==> config.mk <==
export PLATFORM = sky130hd
export DESIGN_NAME = calc_operand_sequencer
export DESIGN_NICKNAME = d
export VERILOG_FILES = /design/src/rtl/calc_operand_sequencer.sv
export SDC_FILE = /design/constraint.sdc
export NUM_CORES = 1
export LEC_CHECK = 0
export ABC_AREA = 1
export CAP_MARGIN = 20
export CORE_AREA = 2 2 147 149
export CTS_CLUSTER_DIAMETER = 100
export CTS_CLUSTER_SIZE = 16
export DETAILED_ROUTE_END_ITERATION = 8
export DIE_AREA = 0 0 149 151
export DONT_BUFFER_PORTS = 1
export PLACE_DENSITY = 0.38
export SYNTH_ARGS = -nofsm -noshare
export SYNTH_HDL_FRONTEND = slang
export SYNTH_SLANG_ARGS = --single-unit
==> constraint.sdc <==
create_clock -name CLOCK_50 -period 3.2 [get_ports CLOCK_50]
set_input_delay 0.64 -clock CLOCK_50 [delete_from_list [all_inputs] [get_ports CLOCK_50]]
set_output_delay 0.64 -clock CLOCK_50 [all_outputs]
set_load 0.005 [all_outputs]
==> src/rtl/calc_operand_sequencer.sv <==
// Operand sequencer in front of the 4-bit signed calculator: debounces the
// pushbuttons, captures switch operands, chains results and tracks overflow.
module calc_operand_sequencer #(
  parameter int unsigned DEBOUNCE_CYCLES = 500000,
  parameter int unsigned CNT_W           = 20
) (
  input  logic       CLOCK_50,
  input  logic       Reset,
  input  logic [2:0] KEY,
  input  logic [7:0] SW,
  input  logic [3:0] R,
  input  logic       ovf,
  output logic [3:0] A,
  output logic [3:0] B,
  output logic [2:0] OP,
  output logic       Error,
  output logic       Loaded,
  output logic [3:0] ChainCount
);

  localparam int unsigned NKEYS = 3;
  localparam logic [CNT_W-1:0] CNT_LAST = CNT_W'(DEBOUNCE_CYCLES - 1);
  localparam logic [3:0] CC_MAX = 4'hF;

  typedef enum logic [1:0] {S_IDLE, S_LOADED, S_ERROR} state_t;

  logic [NKEYS-1:0] r_sync1;
  logic [NKEYS-1:0] r_sync2;
  logic [NKEYS-1:0] r_deb;
  logic [NKEYS-1:0] r_deb_q;
  logic [NKEYS-1:0] r_press;
  logic [CNT_W-1:0] r_cnt [NKEYS];

  state_t     r_state;
  logic [3:0] r_a;
  logic [3:0] r_b;
  logic [2:0] r_op;
  logic       r_error;
  logic       r_loaded;
  logic [3:0] r_cc;

  logic w_load;
  logic w_chain;
  logic w_next;

  // Synchronize, debounce and turn each debounced falling edge into a pulse.
  always_ff @(posedge CLOCK_50) begin
    if (Reset) begin
      r_sync1 <= '1;
      r_sync2 <= '1;
      r_deb   <= '1;
      r_deb_q <= '1;
      r_press <= '0;
      for (int k = 0; k < NKEYS; k++) r_cnt[k] <= '0;
    end else begin
      r_sync1 <= KEY;
      r_sync2 <= r_sync1;
      r_deb_q <= r_deb;
      r_press <= r_deb_q & ~r_deb;
      for (int k = 0; k < NKEYS; k++) begin
        if (r_sync2[k] == r_deb[k]) begin
          r_cnt[k] <= '0;
        end else if (r_cnt[k] == CNT_LAST) begin
          r_deb[k] <= r_sync2[k];
          r_cnt[k] <= '0;
        end else begin
          r_cnt[k] <= r_cnt[k] + CNT_W'(1);
        end
      end
    end
  end

  // Coincident pulses resolve as load > chain > next-op.
  assign w_load  = r_press[0];
  assign w_chain = r_press[2] & ~r_press[0];
  assign w_next  = r_press[1] & ~r_press[0] & ~r_press[2];

  always_ff @(posedge CLOCK_50) begin
    if (Reset) begin
      r_state  <= S_IDLE;
      r_a      <= '0;
      r_b      <= '0;
      r_op     <= '0;
      r_error  <= 1'b0;
      r_loaded <= 1'b0;
      r_cc     <= '0;
    end else begin
      case (r_state)
        S_IDLE: begin
          if (w_load) begin
            r_a      <= SW[7:4];
            r_b      <= SW[3:0];
            r_cc     <= '0;
            r_loaded <= 1'b1;
            r_state  <= S_LOADED;
          end
        end
        S_LOADED: begin
          if (w_load) begin
            r_a  <= SW[7:4];
            r_b  <= SW[3:0];
            r_cc <= '0;
          end else if (w_chain) begin
            // R/ovf are already settled for the current A/B/OP.
            if (ovf) begin
              r_error <= 1'b1;
              r_state <= S_ERROR;
            end else begin
              r_a <= R;
              r_b <= SW[3:0];
              if (r_cc != CC_MAX) r_cc <= r_cc + 4'd1;
            end
          end else if (w_next) begin
            r_op <= r_op + 3'd1;
          end
        end
        S_ERROR: begin
          if (w_load) begin
            r_a     <= SW[7:4];
            r_b     <= SW[3:0];
            r_cc    <= '0;
            r_error <= 1'b0;
            r_state <= S_LOADED;
          end else if (w_next) begin
            r_op <= r_op + 3'd1;
          end
        end
        default: begin
          r_state  <= S_IDLE;
          r_loaded <= 1'b0;
        end
      endcase
    end
  end

  assign A          = r_a;
  assign B          = r_b;
  assign OP         = r_op;
  assign Error      = r_error;
  assign Loaded     = r_loaded;
  assign ChainCount = r_cc;

endmodule
# [Word level (Yosys, flattened, before mapping)]
# Memory sizes are Yosys's and may differ from the RTL's.
# Index checks and enable logic that the tools add are counted.
[word_totals] ff_bits=34 ram_bits=60 input_bits=18 output_inout_bits=17 word_cells=151 memories=1
[memory_table] memory="r_cnt" words=3 width=20 read_ports=3 rd_ports_with_merged_regs=0 wr=3 line="32" rtl="logic [CNT_W-1:0] r_cnt [NKEYS];"
[op_classes] addsub=5 eq_ne=20 muxes=77 bitwise_logic=20 reduce_logical=14
[op_table] cell="$mux W20" n=9
[op_table] cell="$add A20 B1 Y20 const B" n=3
[op_table] cell="$eq A20 B19 Y1 const B" n=3
[op_table] cell="$mux W4" n=13
[op_table] cell="$mux W1" n=40
[op_table] cell="$pmux W4 S2" n=3
[op_table] cell="$ne A2 B2 Y1 const B" n=7
[op_table] cell="$mux W3" n=4
[op_table] cell="$reduce_and A4 Y1" n=3
[op_table] cell="$reduce_and A5 Y1" n=2
[op_table] cell="$ne A3 B3 Y1 const B" n=3
[op_table] cell="$or A1 B1 Y1" n=9
[op_table] cell="$mux W2" n=4
[op_table] cell="$reduce_and A2 Y1" n=4
[op_table] cell="$not A1 Y1" n=6
[op_table] cell="$pmux W3 S2" n=1
[op_table] cell="$add A4 B1 Y4 const B" n=1
[op_table] cell="$ne A4 B4 Y1 const B" n=1
[op_table] cell="$pmux W1 S2" n=2
[op_table] cell="$pmux W2 S2" n=1
[op_table] cell="$reduce_bool A2 Y1" n=2
[op_table] cell="$reduce_or A2 Y1" n=2
[op_table] cell="$add A3 B1 Y3 const B" n=1
[op_table] cell="$and A1 B1 Y1" n=3
[op_table] cell="other kinds (7)" n=9

# [Depth between registers and ports, before layout]
[logic_depth] depth_word=7 depth_mapped=11 depth_no_buf=10

# [Worst setup path after synthesis]
# OpenSTA, ideal clock, no wires.
[synth_timing] kind="register -> register" startpoint="mem r_cnt[0][0]" endpoint="mem r_cnt[0][12], data pin" setup_time_ns=0.254 t_arrival_ns=1.322 t_required_ns=2.946 slack_ns=1.624 path_stages_with_launch=9 n_path_buf=2 period_less_slack_ns=1.576 path_cell_list="edfxtp_1 > ha_1 > buf_4 > nand3_2 > nor3_2 > nand3_2 > nand2_4 > buf_6 > nor2_1"
[synth_lines] element="start: declaration" line="32"

==> out/metrics.yaml <==
crit_type: "reg -> reg"
yosysTopAreaCellShare_pct: 35.1
synth_simple_gate_area_share_pct: 33.1
drtAntennaViolNets: 0
clockBufferDepth: 2
power_density_nw_per_um2: 478
synth.area.mux_share_pct: 0
synth_compound_area_share_pct: 6.31
route.met2.wl_um: 5290
grt_overflow: 0
fmax_mhz: 520
worst_setup_path_start_kind: "register"
wl_met3_um: 315
status: "completed"
die_area_um2: 22500
synth_top_family_by_area: "simple AND/OR/NAND/NOR gates"
fin_worst_skew_ns: 0.00768
die_w_um: 149
top_layer: "met4"
cts_buffers: 9
gp_congestion: 0.769
synth_area_leaders: "edfxtp_1 (35%), dfxtp_1 (13%), nand2_1 (12%), nor2_1 (10%), inv_1 (4.5%)"
cts_setup_buffers: 0
postCtsResizedCells: 0
hold_viol: 0
worstPathRequired_ns: 3.31
nets: 745
core_region_area_um2: 20800
grt_setup_unrepaired: "false"
setup_violations: 0
synth-xor-area-share_pct: 4.26
h-tree-depth: 3
die_h_um: 151
syn2layout_area_growth_pct: 15.4
synth-seq-area-share_pct: 48.3
vias_per_cell: 4.07
cts.sinks: 94
grt_usage_pct: 10.2
path_clk_slew_ns: 0.07
crit_path_end_kind: "register"
arrival_ns: 2.03
maxSlewHeadroom_pct: 66.5
finalSetupTns_ns: 0
drt_iter0_markers: 167
start_util_pct: 24.7
antenna_found_initial: 1
routed_wl_um: 10900
fin_crit_ns: 1.92
synth_edf_count: 60
vias: 4063
grt_max_degree: 21
grt_pass1_vias: 3837
yosysUniqueCellTypes: 29
p_leak_nw: 2.24
worstMarginPinSlew_ns: 0.502
dpl.hpwl_um: 8250
ir_drop_v: 0.000243
async_reset_ff_share_pct: 0
ctsHoldBuffers: 0
synth_area_leader_cell: "edfxtp_1"
ys_ff_latch: 94
syn-instance-count: 658
route.detailed.drc: 0
io_buffers: 0
dr.pass1.iters: 5
io_pins: 35
row_count: 53
synth_ff_type: "edfxtp_1"
drv_cap: 0
cp_max_fo: 20
diodes: 0
routedWlPerCell_um: 10.9
total_power_w: 0.00283
wl_met1_um: 5200
final_layout_size_suffix_gt1_share_pct: 6.35
insertion_delay_ns: 0.35
root_buffer: "clkbuf_16"
cts_tree: "done"
yosysWarningCount: 0
netlist_area_um2: 5130
hold_path.class: "in -> reg"
fin_crit_sh_pct: 60.1
grt_pass1_wl_um: 18200
syn_avg_cell_area_um2: 7.80
synth_fa_ha_area_share_pct: 1.95
maxSlewViolCount: 0
-- worst paths after layout --
check / startpoint / endpoint / slack (ns) / depth (start not counted)
min reg2reg: r_sync1[0]$_SDFF_PP1_ / r_sync2[0]$_SDFF_PP1_ / 0.41 / 1
min: Reset / A[2]$_SDFFE_PP0P_ / 0.36 / 1
max reg2reg: r_cnt[2][0]$_SDFFCE_PN0P_ / r_cnt[2][16]$_SDFFCE_PN0P_ / 1.28 / 10
max: r_cnt[2][0]$_SDFFCE_PN0P_ / r_cnt[2][16]$_SDFFCE_PN0P_ / 1.28 / 10
-- routing by layer --
metal | track usage (%) | vias up
li1 | - | 2184
met1 | 12.5 | 1838
met2 | 17.3 | 35
met3 | 3.13 | 6
met4 | 2.86 | 0
met5 | 0 | -
-- state kept, by name, summed over array words and instances (netlist names) --
name / count
A: 4
r_sync2: 3
B: 4
OP: 3
r_deb_q: 3
ChainCount: 4
r_cnt: 60
r_press: 3
r_deb: 3
r_sync1: 3
r_state: 2
Error: 1
Loaded: 1
-- final cells by class --
| cell class | instances | area, um^2 |
|---|---|---|
| inverters | 64 | 240 |
| clock buffers | 12 | 268 |
| clock inverters | 4 | 26.3 |
| flip-flops and latches | 94 | 2480 |
| multi-input cells | 550 | 2570 |
| fillers | 2332 | 14900 |
| well taps | 275 | 344 |
-- cells by family (layout without fill, tap and decap cells) --
kind of cell,Yosys count,count (layout)
flip-flops,94,94
XOR/XNOR,25,25
AND/OR/NAND/NOR,394,394
adder cells (fa/ha/maj),8,8
buffers and inverters,73,80
AO/OA/AOI/OAI,63,63
other,1,60
-- worst max-delay path, stage by stage, from the launching register on --
cell and delay [ns]:
edfxtp_1 0.42, ha_1 0.29, nand2_2 0.11, nor2_4 0.12, inv_2 0.08, nor2_4 0.09
nand3_2 0.10, nand2_2 0.35, inv_2 0.04, nand2_1 0.06, inv_1 0.03
-- layout by cell type, fill, tap and decap left out, types with 2 or more instances in the layout --
| cell | instances |
|---|---|
| nand3_1 | 44 |
| nand4_1 | 12 |
| xnor2_1 | 10 |
| ha_1 | 8 |
| nand2_2 | 4 |
| edfxtp_1 | 60 |
| nor3_1 | 2 |
| or2_2 | 9 |
| nor2_4 | 5 |
| nor2_2 | 4 |
| clkbuf_16 | 10 |
| inv_4 | 2 |
| xor2_1 | 15 |
| dfxtp_1 | 34 |
| nand3_2 | 4 |
| a21oi_1 | 39 |
| inv_1 | 62 |
| o21ai_0 | 22 |
| nor2_1 | 143 |
| inv_2 | 2 |
| nand2_1 | 160 |
| or2_0 | 4 |
| conb_1 | 60 |
-- power breakdown --
part	internal, W	total [W]	switching, W
Combinational	0.0000978	0.000298	0.000200
Clock	0.000599	0.00108	0.000477
Sequential	0.00138	0.00146	0.0000812
Total	0.00207	0.00283	0.000758
-- Yosys cell counts, drive strengths merged (8+ instances only) --
cell type    n
xnor2       10
or2         13
dfxtp       34
xor2        15
nand3       48
inv         64
ha           8
nand2      165
nor2       152
edfxtp      60
a21oi       39
nand4       12
o21ai       22
-- metrics by stage --
stage / util (%) / setup slack, ns / cell area, um^2 / hold WS (ns) / cells
after detailed placement: 27.1 / 1.15 / 5630 / 0.395 / 983
after global placement: 27.1 / 1.17 / 5630 / 0.396 / 983
after CTS: 28.5 / 1.23 / 5930 / 0.330 / 999
final: 28.5 / 1.28 / 5930 / 0.355 / 999
after floorplan: - / 1.62 / 5360 / 0.389 / 717
after global routing: 28.5 / 1.11 / 5930 / 0.327 / 999
No activity file was read; power rests on OpenSTA's default activity.
